### src/rtl/fanout_bcast_buf.sv
// Two-entry broadcast buffer: each accepted word is offered to NUM_OUT sinks and
// popped once every sink has taken it; bcast_cnt counts completed broadcasts.
module fanout_bcast_buf #(
    parameter int WIDTH   = 8,
    parameter int NUM_OUT = 8
) (
    input  logic               iccad_clk,
    input  logic               iccad_rst,
    input  logic               in_valid,
    input  logic [WIDTH-1:0]   in_data,
    output logic               in_ready,
    output logic [NUM_OUT-1:0] out_valid,
    input  logic [NUM_OUT-1:0] out_ready,
    output logic [WIDTH-1:0]   out_data,
    output logic [15:0]        bcast_cnt
);

    logic               rst_sync_q, rst_sync_d;
    logic [1:0]         count_q, count_d;
    logic [NUM_OUT-1:0] done_q, done_d;
    logic [15:0]        bcast_cnt_q, bcast_cnt_d;
    logic [WIDTH-1:0]   head_q, head_d;
    logic [WIDTH-1:0]   tail_q, tail_d;
    logic [NUM_OUT-1:0] hs;
    logic               push;
    logic               pop;

    // Reset asserts asynchronously; its release is retimed so every flop leaves reset together.
    assign rst_sync_d = 1'b0;

    always_ff @(posedge iccad_clk or posedge iccad_rst) begin
        if (iccad_rst) begin
            rst_sync_q <= 1'b1;
        end else begin
            rst_sync_q <= rst_sync_d;
        end
    end

    assign in_ready  = !rst_sync_q && (count_q != 2'd2);
    assign out_valid = (count_q != 2'd0) ? ~done_q : '0;
    assign out_data  = (count_q != 2'd0) ? head_q : '0;
    assign bcast_cnt = bcast_cnt_q;

    always_comb begin
        hs          = out_valid & out_ready;
        push        = in_valid && in_ready;
        pop         = (count_q != 2'd0) && (&(done_q | hs));
        done_d      = done_q | hs;
        bcast_cnt_d = bcast_cnt_q;
        head_d      = head_q;
        tail_d      = tail_q;
        count_d     = count_q + {1'b0, push} - {1'b0, pop};
        if (pop) begin
            done_d      = '0;
            bcast_cnt_d = bcast_cnt_q + 16'd1;
            // A push alongside a pop only happens at count 1, so the new word goes straight to head.
            head_d      = push ? in_data : tail_q;
        end else if (push) begin
            if (count_q == 2'd0) begin
                head_d = in_data;
            end else begin
                tail_d = in_data;
            end
        end
    end

    always_ff @(posedge iccad_clk or posedge rst_sync_q) begin
        if (rst_sync_q) begin
            count_q     <= 2'd0;
            done_q      <= '0;
            bcast_cnt_q <= 16'd0;
        end else begin
            count_q     <= count_d;
            done_q      <= done_d;
            bcast_cnt_q <= bcast_cnt_d;
        end
    end

    // Payload storage is qualified by count, so it needs no reset.
    always_ff @(posedge iccad_clk) begin
        head_q <= head_d;
        tail_q <= tail_d;
    end

endmodule
### config.mk
export PLATFORM = sky130hd
export DESIGN_NAME = fanout_bcast_buf
export DESIGN_NICKNAME = d
export VERILOG_FILES = /design/src/rtl/fanout_bcast_buf.sv
export SDC_FILE = /design/constraint.sdc
export NUM_CORES = 1
export LEC_CHECK = 0
export ABC_CLOCK_PERIOD_IN_PS = 1800
export BUFFER_PORTS_ARGS = -buffer_cell sky130_fd_sc_hd__buf_2
export CORE_ASPECT_RATIO = 0.7
export CORE_UTILIZATION = 44
export CTS_BUF_LIST = sky130_fd_sc_hd__clkbuf_4 sky130_fd_sc_hd__clkbuf_8 sky130_fd_sc_hd__clkbuf_16
export CTS_CLUSTER_DIAMETER = 50
export DETAILED_ROUTE_END_ITERATION = 7
export HOLD_SLACK_MARGIN = 0.03
export PLACE_DENSITY_LB_ADDON = 0.12
export SLEW_MARGIN = 10
export SYNTH_ARGS = -nofsm -noshare
export SYNTH_HDL_FRONTEND = slang
export SYNTH_SLANG_ARGS = --single-unit
### constraint.sdc
create_clock -name iccad_clk -period 1.8 [get_ports iccad_clk]
set_input_delay 0.09 -clock iccad_clk [delete_from_list [all_inputs] [get_ports iccad_clk]]
set_output_delay 0.09 -clock iccad_clk [all_outputs]
set_load 0.005 [all_outputs]
==> flow_summary.html, run 1 <==
<table>
<tr><th>Metric</th><th>Value</th></tr>
<tr><th colspan="2">Detailed routing</th></tr>
<tr><td>Antenna Violating Nets Remaining</td><td>0</td></tr>
<tr><td>Average detailed-routed wire length per instance</td><td>15.9 um</td></tr>
<tr><td>Final wirelength</td><td>a little over 5 mm</td></tr>
<tr><td>Count of routing violations after the opening detailed-route iteration</td><td>approximately 130</td></tr>
<tr><td>Overall via count from detail_route</td><td>~1700</td></tr>
<tr><td>Pre-Repair DR Iteration Count</td><td>4</td></tr>
<tr><td>Number of design rule violations left after detail routing</td><td>0</td></tr>
<tr><td>Vias/cell</td><td>about 5.2</td></tr>
<tr><th colspan="2">Power and ir drop</th></tr>
<tr><td>Leakage</td><td>approximately 1.4 nW</td></tr>
<tr><td>Post-route total power</td><td>about 0.0051 W</td></tr>
<tr><td>Max rail drop VDD</td><td>around 920 uV</td></tr>
<tr><td>Power density over cell area</td><td>1670 nW/um^2</td></tr>
<tr><th colspan="2">Floorplanning</th></tr>
<tr><td>Starting density of the core</td><td>a little under half</td></tr>
<tr><td>Die outline height</td><td>about 58 um</td></tr>
<tr><td>Core outline area</td><td>between 4000 and 5000 um^2</td></tr>
<tr><td>Die X-Extent</td><td>82.7 um</td></tr>
<tr><td>Placement Rows</td><td>20</td></tr>
<tr><td>Total die area</td><td>4840 um^2</td></tr>
<tr><td>Count of boundary I/O pins</td><td>between 50 and 60</td></tr>
<tr><th colspan="2">Critical path</th></tr>
<tr><td>Cell repeated most along the worst path</td><td>sky130_fd_sc_hd__ha_4</td></tr>
<tr><td>Element type at the critical path end</td><td>register</td></tr>
<tr><td>Number of cells traversed by the worst register-to-register path</td><td>10</td></tr>
<tr><td>Depth of the critical timing path with buffers and inverters included</td><td>10</td></tr>
<tr><td>Cell family with the largest share of critical-path delay</td><td>flip-flops</td></tr>
<tr><td>Origin of the critical flop-to-flop path</td><td>count_q[1]$_DFF_PP0_</td></tr>
<tr><td>Delay of the slowest cell on the worst path</td><td>450 ps</td></tr>
<tr><td>CP bufs+invs</td><td>2</td></tr>
<tr><td>Critical Path Fanout Max</td><td>5</td></tr>
<tr><td>Arrival time worst endpoint</td><td>between 2000 and 2500 ps</td></tr>
<tr><td>Worst-path cell chain</td><td>buf_4 -&gt; o21a_1 -&gt; o22ai_2 -&gt; nor4_4 -&gt; and2_4 -&gt; ha_4 -&gt; inv_2 -&gt; ha_4 -&gt; xnor2_2 -&gt; xnor2_1</td></tr>
<tr><td>CP Class</td><td>reg -&gt; reg</td></tr>
<tr><td>Worst Path Required</td><td>1980 ps</td></tr>
<tr><td>Critical Path Start Type</td><td>register</td></tr>
<tr><td>Setup slack on the worst flop-to-flop path</td><td>-260 ps</td></tr>
<tr><td>Standard cell with the maximum stage delay on the critical path</td><td>sky130_fd_sc_hd__dfrtp_2</td></tr>
<tr><td>Worst reg2reg path endpoint</td><td>count_q[1]$_DFF_PP0_</td></tr>
<tr><th colspan="2">Timing</th></tr>
<tr><td>Final hold viol count</td><td>0</td></tr>
<tr><td>Number of max-slew violations in the final report</td><td>0</td></tr>
<tr><td>Min Clock Period, post-route</td><td>between 2000 and 2500 ps</td></tr>
<tr><td>Period utilisation layout</td><td>115%</td></tr>
<tr><td>Post-Route Setup TNS</td><td>-4680 ps</td></tr>
<tr><td>Final setup violation count</td><td>37</td></tr>
<tr><td>Least setup slack across all paths after layout</td><td>-264 ps</td></tr>
<tr><td>Setup repair after global routing missed its margin</td><td>yes</td></tr>
<tr><td>Worst Clk Skew</td><td>around 5.2 ps</td></tr>
<tr><td>Fmax</td><td>around 480 MHz</td></tr>
<tr><th colspan="2">Place</th></tr>
<tr><td>Routability congestion estimate</td><td>0.838</td></tr>
<tr><td>Dpl cell area</td><td>2470 um^2</td></tr>
<tr><td>Buffers on Ports</td><td>51</td></tr>
<tr><td>DP HPWL</td><td>around 3.1 mm</td></tr>
<tr><th colspan="2">Min path</th></tr>
<tr><td>Worst Hold Endpoint</td><td>done_q[2]$_DFF_PP0_</td></tr>
<tr><td>Startpoint of the most critical hold path</td><td>out_ready[2]</td></tr>
<tr><td>Worst Hold Class</td><td>in -&gt; reg</td></tr>
<tr><td>Cell depth of the worst hold path</td><td>3</td></tr>
<tr><th colspan="2">Clocking</th></tr>
<tr><td>Clock H-tree levels</td><td>2</td></tr>
<tr><td>CTS root buf</td><td>sky130_fd_sc_hd__clkbuf_8</td></tr>
<tr><td>CTS tree</td><td>yes</td></tr>
<tr><td>CTS clk-pin slew, worst paths</td><td>80 ps</td></tr>
<tr><td>Number of buffers created by CTS</td><td>5</td></tr>
<tr><td>Clock net sink count</td><td>43</td></tr>
<tr><td>Buffer levels on the longest clock path</td><td>2</td></tr>
<tr><td>Worst skew pair latency</td><td>about 290 ps</td></tr>
<tr><th colspan="2">Yosys</th></tr>
<tr><td>Number of standard cells after synthesis</td><td>173</td></tr>
<tr><td>Netlist area before placement</td><td>about 2000 um^2</td></tr>
<tr><td>Nets in the synthesized netlist</td><td>between 150 and 200</td></tr>
<tr><td>Syn. warnings</td><td>0</td></tr>
<tr><td>Post-synthesis sequential area ratio</td><td>between 50% and 60%</td></tr>
<tr><td>Distinct cells, synth</td><td>30</td></tr>
<tr><td>Count of state elements after synthesis</td><td>43</td></tr>
<tr><td>Avg Inst Size Synth</td><td>about 12 um^2</td></tr>
<tr><th colspan="2">Cells and area</th></tr>
<tr><td>Final cell utilization of the core</td><td>a little over two thirds</td></tr>
<tr><td>Commonest non-fill, non-tap cell in the layout</td><td>sky130_fd_sc_hd__buf_2</td></tr>
<tr><td>Layout cells sized above 1</td><td>50.2%</td></tr>
<tr><td>Area added between synthesis and finish</td><td>53.0%</td></tr>
<tr><td>Post-layout nets</td><td>288</td></tr>
<tr><td>Commonest cells after routing, fill and taps aside</td><td>sky130_fd_sc_hd__buf_2, sky130_fd_sc_hd__nor2_1, sky130_fd_sc_hd__dfrtp_1</td></tr>
<tr><td>Finished Cell Area</td><td>3070 um^2</td></tr>
<tr><td>Ant diodes</td><td>0</td></tr>
<tr><th colspan="2">Global route</th></tr>
<tr><td>Number of antenna violations at the first check in global routing</td><td>0</td></tr>
<tr><td>Global routing's busiest layer</td><td>met2</td></tr>
<tr><td>Congestion Overflow GR</td><td>0</td></tr>
<tr><td>Met1 routing resource usage after global routing</td><td>a little under a third</td></tr>
<tr><td>Global router's overall resource usage</td><td>approximately 22%</td></tr>
<tr><td>Maximum number of pins on one net before global-route repair</td><td>27</td></tr>
<tr><td>Met2 capacity usage during global routing</td><td>34.0%</td></tr>
<tr><td>Vias in the first global route</td><td>1556</td></tr>
<tr><td>First-pass GRT wire length</td><td>~7.6 mm</td></tr>
<tr><td>Met3 usage in global routing</td><td>under 10%</td></tr>
<tr><th colspan="2">Run</th></tr>
<tr><td>Number of violations of the max-capacitance limit</td><td>0</td></tr>
<tr><th colspan="2">Outcome</th></tr>
<tr><td>Failing checks</td><td>setup timing</td></tr>
<tr><td>Result of the run</td><td>finished, violations left</td></tr>
</table>
## cells by family after synthesis
| logic type | share of synthesized area, % |
|---|---|
| adders and majority gates | 1.87 |
| xor gates and xnor gates | 7.42 |
| buffers and inverters | 3.24 |
| AOI/OAI and AO/OA | 4.74 |
| muxes | 5.05 |
| DFF | 57.7 |
| and+or+nand+nor | 19.8 |
| other | 0.187 |
## worst max path at each step
stage                                     from                    to  slack [ps]
final                     count_q[1]$_DFF_PP0_  count_q[1]$_DFF_PP0_        -260
after global routing      count_q[1]$_DFF_PP0_  count_q[1]$_DFF_PP0_        -320
after CTS                 count_q[0]$_DFF_PP0_  count_q[1]$_DFF_PP0_        -230
after detailed placement  count_q[1]$_DFF_PP0_   head_q[6]$_DFFE_PP_        -290
after global placement    count_q[1]$_DFF_PP0_  count_q[1]$_DFF_PP0_        -210
after floorplan           count_q[0]$_DFF_PP0_  count_q[1]$_DFF_PP0_        -460
## state kept, by name (all words and copies together) (netlist names)
signal      count
rst_sync_q      1
tail_q          8
head_q          8
bcast_cnt      16
done_q          8
count_q         2
## worst reg2reg max path, cell delays in order, from the launching register on
cell and delay (ps):
sky130_fd_sc_hd__dfrtp_2 450, sky130_fd_sc_hd__buf_4 160, sky130_fd_sc_hd__o21a_1 190, sky130_fd_sc_hd__o22ai_2 230, sky130_fd_sc_hd__nor4_4 60, sky130_fd_sc_hd__and2_4 170, sky130_fd_sc_hd__ha_4 260, sky130_fd_sc_hd__inv_2 40
sky130_fd_sc_hd__ha_4 150, sky130_fd_sc_hd__xnor2_2 120, sky130_fd_sc_hd__xnor2_1 120
## cell type report
| type | count | area [um^2] |
|---|---|---|
| Inverter | 5 | 18.8 |
| Tap cell | 55 | 68.8 |
| Sequential cell | 43 | 1160 |
| Clock buffer | 6 | 82.6 |
| Timing Repair Buffer | 94 | 769 |
| Fill cell | 310 | 1280 |
| Clock inverter | 2 | 11.3 |
| Multi-Input combinational cell | 117 | 958 |
## Yosys cell counts, drive strengths merged
| cell type | number | area, um^2 |
|---|---|---|
| o21bai | 1 | 7.51 |
| nand2 | 2 | 7.51 |
| and2 | 10 | 63.8 |
| clkbuf | 3 | 11.3 |
| and3 | 11 | 68.8 |
| o21a | 7 | 52.6 |
| dfstp | 1 | 26.3 |
| buf | 5 | 35.0 |
| dfrtp | 26 | 651 |
| nand4 | 6 | 37.5 |
| nor2 | 26 | 97.6 |
| xnor2 | 16 | 140 |
| conb | 1 | 3.75 |
| o22ai | 4 | 25.0 |
| inv | 5 | 18.8 |
| ha | 3 | 37.5 |
| nand3 | 13 | 77.6 |
| a21oi | 2 | 10.0 |
| nor4 | 2 | 27.5 |
| mux2 | 9 | 101 |
| nor3 | 2 | 10.0 |
| edfxtp | 16 | 480 |
| or2 | 1 | 6.26 |
| xor2 | 1 | 8.76 |
## metrics by stage
stage          instances  hold slack, ps  setup WS (ps)
5_1_grt              322            92.9           -319
3_3_place_gp         287            83.1           -210
4_1_cts              313            81.9           -232
6_report             322            86.8           -264
3_5_place_dp         287            89.0           -288
2_1_floorplan        173           -20.3           -456
## where the power goes
part	leakage (nW)	switching (W)	total [W]	internal (W)
combinational	0.856	0.00122	0.00289	0.00167
sequential	0.480	0.000232	0.00158	0.00135
clock	0.0449	0.000335	0.000641	0.000307
## repair_timing
action / 4_1_cts / 5_1_grt
pin swaps: 7 / 16
buffers inserted: 7 / 8
hold buffers: 9 / 0
endpoints found under the setup margin: 39 / 51
gates resized for setup: 25 / 28
endpoints found under the hold margin: 9 / 0
cloned: 2 / 1
## routing by layer
metal	wire length, um	vias up
met1	2410	826
met3	249	8
met4	69	0
li1	-	786
met5	0	-
met2	2400	60
Note: power is estimated with default switching activity, not from simulation.
==> run 2, diff against run 1 <==
SKIP_CTS_REPAIR_TIMING = 1   (was default)
==> flow_summary.html, run 2 (synthesis results as in run 1) <==
<table>
<tr><th>Metric</th><th>Value</th></tr>
<tr><th colspan="2">Critical path</th></tr>
<tr><td>Worst Path Required</td><td>just under 2000 ps</td></tr>
<tr><td>Origin of the critical flop-to-flop path</td><td>count_q[1]$_DFF_PP0_</td></tr>
<tr><td>Critical Path Fanout Max</td><td>6</td></tr>
<tr><td>CP bufs+invs</td><td>2</td></tr>
<tr><td>Cell repeated most along the worst path</td><td>sky130_fd_sc_hd__ha_4</td></tr>
<tr><td>Crit. Startpoint</td><td>count_q[1]$_DFF_PP0_</td></tr>
<tr><td>Depth of the critical timing path with buffers and inverters included</td><td>10</td></tr>
<tr><td>Worst reg2reg path endpoint</td><td>count_q[1]$_DFF_PP0_</td></tr>
<tr><td>Setup slack on the worst flop-to-flop path</td><td>-270 ps</td></tr>
<tr><td>Number of cells traversed by the worst register-to-register path</td><td>10</td></tr>
<tr><td>Cell family with the largest share of critical-path delay</td><td>flip-flops</td></tr>
<tr><td>Arrival time worst endpoint</td><td>between 2000 and 2500 ps</td></tr>
<tr><td>Critical Path Start Type</td><td>register</td></tr>
<tr><td>Standard cell with the maximum stage delay on the critical path</td><td>sky130_fd_sc_hd__dfrtp_2</td></tr>
<tr><td>Worst-path cell chain</td><td>buf_6 -&gt; o21a_1 -&gt; o22ai_2 -&gt; nor4_4 -&gt; and2_4 -&gt; ha_4 -&gt; inv_4 -&gt; ha_4 -&gt; xnor2_2 -&gt; xnor2_1</td></tr>
<tr><td>CP Class</td><td>reg -&gt; reg</td></tr>
<tr><td>Element type at the critical path end</td><td>register</td></tr>
<tr><td>End of the critical path</td><td>count_q[1]$_DFF_PP0_</td></tr>
<tr><td>Delay of the slowest cell on the worst path</td><td>460 ps</td></tr>
<tr><th colspan="2">Detailed routing</th></tr>
<tr><td>Average detailed-routed wire length per instance</td><td>approximately 15 um</td></tr>
<tr><td>Pre-Repair DR Iteration Count</td><td>4</td></tr>
<tr><td>Antenna Violating Nets Remaining</td><td>0</td></tr>
<tr><td>Number of design rule violations left after detail routing</td><td>0</td></tr>
<tr><td>Vias/cell</td><td>between 5 and 6</td></tr>
<tr><td>Overall via count from detail_route</td><td>1586</td></tr>
<tr><td>Final wirelength</td><td>around 4.8 mm</td></tr>
<tr><td>Count of routing violations after the opening detailed-route iteration</td><td>~130</td></tr>
<tr><th colspan="2">Place</th></tr>
<tr><td>Buffers on Ports</td><td>51</td></tr>
<tr><td>Dpl cell area</td><td>2470 um^2</td></tr>
<tr><td>Routability congestion estimate</td><td>0.838</td></tr>
<tr><td>Place WS</td><td>-288 ps</td></tr>
<tr><td>DP HPWL</td><td>3.15 mm</td></tr>
<tr><th colspan="2">Timing</th></tr>
<tr><td>Post-Route Setup TNS</td><td>-5260 ps</td></tr>
<tr><td>Least setup slack across all paths after layout</td><td>-275 ps</td></tr>
<tr><td>Final setup violation count</td><td>43</td></tr>
<tr><td>Number of max-slew violations in the final report</td><td>0</td></tr>
<tr><td>Final hold viol count</td><td>0</td></tr>
<tr><td>Min Clock Period, post-route</td><td>2070 ps</td></tr>
<tr><td>Period utilisation layout</td><td>115%</td></tr>
<tr><td>Worst Clk Skew</td><td>around 6.5 ps</td></tr>
<tr><td>Fmax</td><td>between 400 and 500 MHz</td></tr>
<tr><td>Setup repair after global routing missed its margin</td><td>yes</td></tr>
<tr><th colspan="2">Clocking</th></tr>
<tr><td>CTS root buf</td><td>sky130_fd_sc_hd__clkbuf_8</td></tr>
<tr><td>CTS clk-pin slew, worst paths</td><td>80 ps</td></tr>
<tr><td>Worst skew pair latency</td><td>290 ps</td></tr>
<tr><td>Buffer levels on the longest clock path</td><td>2</td></tr>
<tr><td>Clock net sink count</td><td>between 40 and 50</td></tr>
<tr><td>CTS tree</td><td>yes</td></tr>
<tr><td>Clock H-tree levels</td><td>2</td></tr>
<tr><td>Number of buffers created by CTS</td><td>5</td></tr>
<tr><th colspan="2">Cells and area</th></tr>
<tr><td>Commonest cells after routing, fill and taps aside</td><td>sky130_fd_sc_hd__buf_2, sky130_fd_sc_hd__nor2_1, sky130_fd_sc_hd__dfrtp_1</td></tr>
<tr><td>Flip-flop count of the largest register after layout</td><td>16</td></tr>
<tr><td>Total of fill cells in the finished design</td><td>328</td></tr>
<tr><td>Area added between synthesis and finish</td><td>44.9%</td></tr>
<tr><td>Finished Cell Area</td><td>between 2000 and 3000 um^2</td></tr>
<tr><td>Commonest non-fill, non-tap cell in the layout</td><td>sky130_fd_sc_hd__buf_2</td></tr>
<tr><td>Ant diodes</td><td>0</td></tr>
<tr><td>Layout cells sized above 1</td><td>~47%</td></tr>
<tr><td>Post-layout nets</td><td>about 280</td></tr>
<tr><th colspan="2">Outcome</th></tr>
<tr><td>Failing checks</td><td>setup timing</td></tr>
<tr><td>Result of the run</td><td>finished, violations left</td></tr>
<tr><th colspan="2">Global route</th></tr>
<tr><td>Congestion Overflow GR</td><td>0</td></tr>
<tr><td>Maximum number of pins on one net before global-route repair</td><td>27</td></tr>
<tr><td>Number of antenna violations at the first check in global routing</td><td>0</td></tr>
<tr><td>Global router's overall resource usage</td><td>19.9%</td></tr>
<tr><td>Vias in the first global route</td><td>1451</td></tr>
<tr><td>First-pass GRT wire length</td><td>6.96 mm</td></tr>
<tr><th colspan="2">Floorplanning</th></tr>
<tr><td>Count of boundary I/O pins</td><td>52</td></tr>
<tr><td>Starting density of the core</td><td>46.1%</td></tr>
<tr><td>Die outline height</td><td>a little under 60 um</td></tr>
<tr><td>Die X-Extent</td><td>82.7 um</td></tr>
<tr><td>Total die area</td><td>~4800 um^2</td></tr>
<tr><td>Placement Rows</td><td>20</td></tr>
<tr><td>Core outline area</td><td>between 4000 and 5000 um^2</td></tr>
<tr><th colspan="2">Run</th></tr>
<tr><td>Number of violations of the max-capacitance limit</td><td>0</td></tr>
<tr><th colspan="2">Power and ir drop</th></tr>
<tr><td>Max rail drop VDD</td><td>roughly 870 uV</td></tr>
<tr><td>Leakage</td><td>between 1 and 1.5 nW</td></tr>
<tr><td>Power density over cell area</td><td>between 1500 and 2000 nW/um^2</td></tr>
<tr><th colspan="2">Min path</th></tr>
<tr><td>Worst Hold Class</td><td>in -&gt; reg</td></tr>
</table>
run 2: cell types whose count changed in the layout (fill, tap and decap cells not counted), moves of 2 or more:
cell / delta
sky130_fd_sc_hd__buf_4: -9
sky130_fd_sc_hd__and2_1: +7
sky130_fd_sc_hd__and2_4: -7
sky130_fd_sc_hd__buf_2: +7
sky130_fd_sc_hd__buf_6: -6
sky130_fd_sc_hd__nand3_1: -4
sky130_fd_sc_hd__nand3_2: +3
sky130_fd_sc_hd__xnor2_1: -2
sky130_fd_sc_hd__xnor2_2: +2
run 2: cell type report:
cell class | instances | area, um^2 | area share [%]
clock buffers | 6 | 82.6 | 2.84
clock inverters | 2 | 11.3 | 0.388
inverters | 5 | 21.3 | 0.732
multi-input cells | 117 | 967 | 33.3
repair buffers | 83 | 594 | 20.5
flip-flops and latches | 43 | 1160 | 39.9
well taps | 55 | 68.8 | 2.37
run 2: per-stage QoR:
step / hold WS (ps) / std cells / total power, W / util, %
2_1_floorplan: -20.3 / 173 / 0.00270 / -
3_3_place_gp: 83.1 / 287 / 0.00328 / 56.7
3_5_place_dp: 89.0 / 287 / 0.00339 / 56.7
4_1_cts: -228 / 295 / 0.00403 / 58.8
5_1_grt: 98.7 / 311 / 0.00487 / 66.7
6_report: 90.1 / 311 / 0.00459 / 66.7
run 2: worst min-delay path by stage:
stage	from	to	slack, ps	cells after the start
after floorplan	iccad_rst	rst_sync_q$_DFF_PP1_	-20	1
after global placement	iccad_rst	rst_sync_q$_DFF_PP1_	80	2
after detailed placement	iccad_rst	rst_sync_q$_DFF_PP1_	90	2
after CTS	iccad_rst	rst_sync_q$_DFF_PP1_	-230	2
after global routing	out_ready[2]	done_q[2]$_DFF_PP0_	100	3
final	out_ready[2]	done_q[2]$_DFF_PP0_	90	3
run 2: tightest hold or removal path: stages:
cell and delay (ps):
sky130_fd_sc_hd__buf_2 120, sky130_fd_sc_hd__a21oi_1 60, sky130_fd_sc_hd__nor2_1 70
run 2: where the power goes:
part / total [W] / switching, W / internal [W]
logic: 0.00236 / 0.00112 / 0.00125
clock network: 0.000635 / 0.000329 / 0.000307
registers: 0.00160 / 0.000245 / 0.00135
run 2: per-layer routing:
layer	share of wire (%)	global-route usage [%]	vias up
met5	0	0	-
met3	5.9	4.65	2
li1	-	-	762
met2	50	29.7	58
met4	0.40	6.90	0
met1	44	28.4	764
==> run 3, diff against run 2 <==
ABC_CLOCK_PERIOD_IN_PS = 1790   (was 1800)
clock period = 1.79 ns   (was 1.8 ns; I/O delays follow)
==> flow_summary.html, run 3 (synthesis results as in run 1) <==
<table>
<tr><th>Metric</th><th>Value</th></tr>
<tr><th colspan="2">Critical path</th></tr>
<tr><td>CP bufs+invs</td><td>2</td></tr>
<tr><td>Setup slack on the worst flop-to-flop path</td><td>-250 ps</td></tr>
<tr><td>Standard cell with the maximum stage delay on the critical path</td><td>sky130_fd_sc_hd__dfrtp_2</td></tr>
<tr><td>Delay of the slowest cell on the worst path</td><td>between 400 and 500 ps</td></tr>
<tr><td>Arrival time worst endpoint</td><td>around 2200 ps</td></tr>
<tr><td>Worst-path cell chain</td><td>buf_6 -&gt; o21a_1 -&gt; o22ai_2 -&gt; nor4_4 -&gt; and2_4 -&gt; ha_4 -&gt; inv_2 -&gt; ha_4 -&gt; xnor2_2 -&gt; xnor2_1</td></tr>
<tr><td>Cell repeated most along the worst path</td><td>sky130_fd_sc_hd__ha_4</td></tr>
<tr><td>Critical Path Start Type</td><td>register</td></tr>
<tr><td>CP Class</td><td>reg -&gt; reg</td></tr>
<tr><td>Element type at the critical path end</td><td>register</td></tr>
<tr><td>Worst Path Required</td><td>1960 ps</td></tr>
<tr><td>Critical Path Fanout Max</td><td>5</td></tr>
<tr><td>Cell family with the largest share of critical-path delay</td><td>flip-flops</td></tr>
<tr><th colspan="2">Place</th></tr>
<tr><td>Routability congestion estimate</td><td>roughly 0.86</td></tr>
<tr><td>Buffers on Ports</td><td>between 50 and 60</td></tr>
<tr><td>DP HPWL</td><td>3.03 mm</td></tr>
<tr><td>Dpl cell area</td><td>between 2000 and 2500 um^2</td></tr>
<tr><td>Place WS</td><td>-264 ps</td></tr>
<tr><th colspan="2">Timing</th></tr>
<tr><td>Min Clock Period, post-route</td><td>between 2000 and 2500 ps</td></tr>
<tr><td>Final hold viol count</td><td>0</td></tr>
<tr><td>Period utilisation layout</td><td>114%</td></tr>
<tr><td>Number of max-slew violations in the final report</td><td>0</td></tr>
<tr><td>Setup repair after global routing missed its margin</td><td>yes</td></tr>
<tr><td>Final setup violation count</td><td>44</td></tr>
<tr><td>Least setup slack across all paths after layout</td><td>-253 ps</td></tr>
<tr><td>Worst Clk Skew</td><td>roughly 15 ps</td></tr>
<tr><td>Fmax</td><td>~490 MHz</td></tr>
<tr><th colspan="2">Detailed routing</th></tr>
<tr><td>Overall via count from detail_route</td><td>around 1600</td></tr>
<tr><td>Vias/cell</td><td>approximately 5.0</td></tr>
<tr><td>Count of routing violations after the opening detailed-route iteration</td><td>slightly above 100</td></tr>
<tr><td>Antenna Violating Nets Remaining</td><td>0</td></tr>
<tr><td>Number of design rule violations left after detail routing</td><td>0</td></tr>
<tr><td>Average detailed-routed wire length per instance</td><td>14.9 um</td></tr>
<tr><td>Final wirelength</td><td>approximately 4.7 mm</td></tr>
<tr><td>Pre-Repair DR Iteration Count</td><td>4</td></tr>
<tr><th colspan="2">Global route</th></tr>
<tr><td>Maximum number of pins on one net before global-route repair</td><td>27</td></tr>
<tr><td>First-pass GRT wire length</td><td>6.89 mm</td></tr>
<tr><td>Vias in the first global route</td><td>1466</td></tr>
<tr><td>Global router's overall resource usage</td><td>between 10% and 20%</td></tr>
<tr><td>Number of antenna violations at the first check in global routing</td><td>0</td></tr>
<tr><td>Congestion Overflow GR</td><td>0</td></tr>
<tr><th colspan="2">Cells and area</th></tr>
<tr><td>Total of fill cells in the finished design</td><td>about 330</td></tr>
<tr><td>Commonest cells after routing, fill and taps aside</td><td>sky130_fd_sc_hd__buf_2, sky130_fd_sc_hd__nor2_1, sky130_fd_sc_hd__dfrtp_1</td></tr>
<tr><td>Finished Cell Area</td><td>2920 um^2</td></tr>
<tr><td>Ant diodes</td><td>0</td></tr>
<tr><td>Commonest non-fill, non-tap cell in the layout</td><td>sky130_fd_sc_hd__buf_2</td></tr>
<tr><td>Layout cells sized above 1</td><td>a little under half</td></tr>
<tr><td>Post-layout nets</td><td>approximately 280</td></tr>
<tr><td>Flip-flop count of the largest register after layout</td><td>16</td></tr>
<tr><td>Area added between synthesis and finish</td><td>45.4%</td></tr>
<tr><th colspan="2">Clocking</th></tr>
<tr><td>Number of buffers created by CTS</td><td>5</td></tr>
<tr><td>Worst skew pair latency</td><td>300 ps</td></tr>
<tr><td>Clock H-tree levels</td><td>2</td></tr>
<tr><td>CTS root buf</td><td>sky130_fd_sc_hd__clkbuf_8</td></tr>
<tr><td>Buffer levels on the longest clock path</td><td>2</td></tr>
<tr><td>CTS tree</td><td>yes</td></tr>
<tr><td>Clock net sink count</td><td>43</td></tr>
<tr><td>CTS clk-pin slew, worst paths</td><td>90 ps</td></tr>
<tr><th colspan="2">Power and ir drop</th></tr>
<tr><td>Internal portion of total power</td><td>0.00312 W</td></tr>
<tr><td>Combinational Power Share</td><td>53.2%</td></tr>
<tr><td>Leakage</td><td>1.31 nW</td></tr>
<tr><td>Switching power as a share of total power</td><td>about a third</td></tr>
<tr><td>Max rail drop VDD</td><td>944 uV</td></tr>
<tr><td>Power density over cell area</td><td>1640 nW/um^2</td></tr>
<tr><td>Fraction of power consumed by the clock network</td><td>about an eighth</td></tr>
<tr><td>Sequential cell fraction of total power</td><td>about a third</td></tr>
<tr><td>Sw power</td><td>0.00166 W</td></tr>
<tr><th colspan="2">Run</th></tr>
<tr><td>Number of violations of the max-capacitance limit</td><td>0</td></tr>
<tr><th colspan="2">Floorplanning</th></tr>
<tr><td>Placement Rows</td><td>20</td></tr>
<tr><td>Core outline area</td><td>4350 um^2</td></tr>
<tr><td>Die X-Extent</td><td>82.7 um</td></tr>
<tr><td>Count of boundary I/O pins</td><td>52</td></tr>
<tr><td>Total die area</td><td>between 4000 and 5000 um^2</td></tr>
<tr><td>Starting density of the core</td><td>between 40% and 50%</td></tr>
<tr><td>Die outline height</td><td>between 50 and 60 um</td></tr>
<tr><th colspan="2">Outcome</th></tr>
<tr><td>Failing checks</td><td>setup timing</td></tr>
<tr><td>Result of the run</td><td>finished, violations left</td></tr>
<tr><th colspan="2">Min path</th></tr>
<tr><td>Worst Hold Class</td><td>in -&gt; reg</td></tr>
</table>
==> run 3: cell types whose count changed in the layout (fill, tap and decap cells not counted), moves of 5 or more <==
cell,previous run,this run
sky130_fd_sc_hd__and2_1,9,1
sky130_fd_sc_hd__and2_4,1,9
sky130_fd_sc_hd__buf_2,51,43
sky130_fd_sc_hd__nand3_1,4,10
sky130_fd_sc_hd__nand3_4,6,1
==> run 3: cell type report <==
type                            count  area [um^2]  area share, %
Clock buffer                        6         76.3           2.62
Clock inverter                      2         12.5          0.429
Tap cell                           55         68.8           2.36
Multi-Input combinational cell    117          901           30.9
Sequential cell                    43         1160           39.8
Inverter                            5         18.8          0.644
Timing Repair Buffer               85          679           23.3
==> run 3: worst paths after layout <==
path	start	end	cells past startpoint
max	count_q[0]$_DFF_PP0_	count_q[1]$_DFF_PP0_	10
min	out_ready[2]	done_q[2]$_DFF_PP0_	3
max reg2reg	count_q[0]$_DFF_PP0_	count_q[1]$_DFF_PP0_	10
min reg2reg	rst_sync_q$_DFF_PP1_	done_q[7]$_DFF_PP0_	2
max in group asynchronous	rst_sync_q$_DFF_PP1_	count_q[1]$_DFF_PP0_	2
min in group asynchronous	rst_sync_q$_DFF_PP1_	done_q[7]$_DFF_PP0_	2
==> run 3: layer usage <==
| layer | track usage [%] | vias up | share of wire (%) |
|---|---|---|---|
| li1 | - | 768 | - |
| met1 | 28.8 | 755 | 49 |
| met2 | 27.0 | 38 | 46 |
| met3 | 4.81 | 4 | 4.3 |
| met4 | 6.90 | 0 | 0.84 |
| met5 | 0 | - | 0 |
==> run 3: worst reg2reg max path, stage by stage, from the launching register on <==
cell	delay, ps
sky130_fd_sc_hd__dfrtp_2	440
sky130_fd_sc_hd__buf_6	140
sky130_fd_sc_hd__o21a_1	190
sky130_fd_sc_hd__o22ai_2	240
sky130_fd_sc_hd__nor4_4	60
sky130_fd_sc_hd__and2_4	160
sky130_fd_sc_hd__ha_4	250
sky130_fd_sc_hd__inv_2	40
sky130_fd_sc_hd__ha_4	150
sky130_fd_sc_hd__xnor2_2	120
sky130_fd_sc_hd__xnor2_1	130
==> run 3: power by group through the flow <==
stage	Sequential, W	Combinational [W]	Clock, W
floorplan	0.00152	0.00120	0
global placement	0.00160	0.00173	0
detailed placement	0.00161	0.00178	0
CTS	0.00159	0.00179	0.000636
global route	0.00164	0.00274	0.000692
finish	0.00160	0.00254	0.000634
==> run 3: through the flow <==
stage | total power (W) | util (%) | hold slack (ps) | setup TNS (ps) | cells
3_3_place_gp | 0.00333 | 56.7 | 82.2 | -3580 | 288
2_1_floorplan | 0.00273 | - | -20.8 | -3900 | 173
4_1_cts | 0.00402 | 58.7 | -220 | -6910 | 296
3_5_place_dp | 0.00339 | 56.7 | 90.4 | -5640 | 288
5_1_grt | 0.00508 | 67.0 | 79.7 | -7600 | 313
6_report | 0.00478 | 67.0 | 85.7 | -4870 | 313
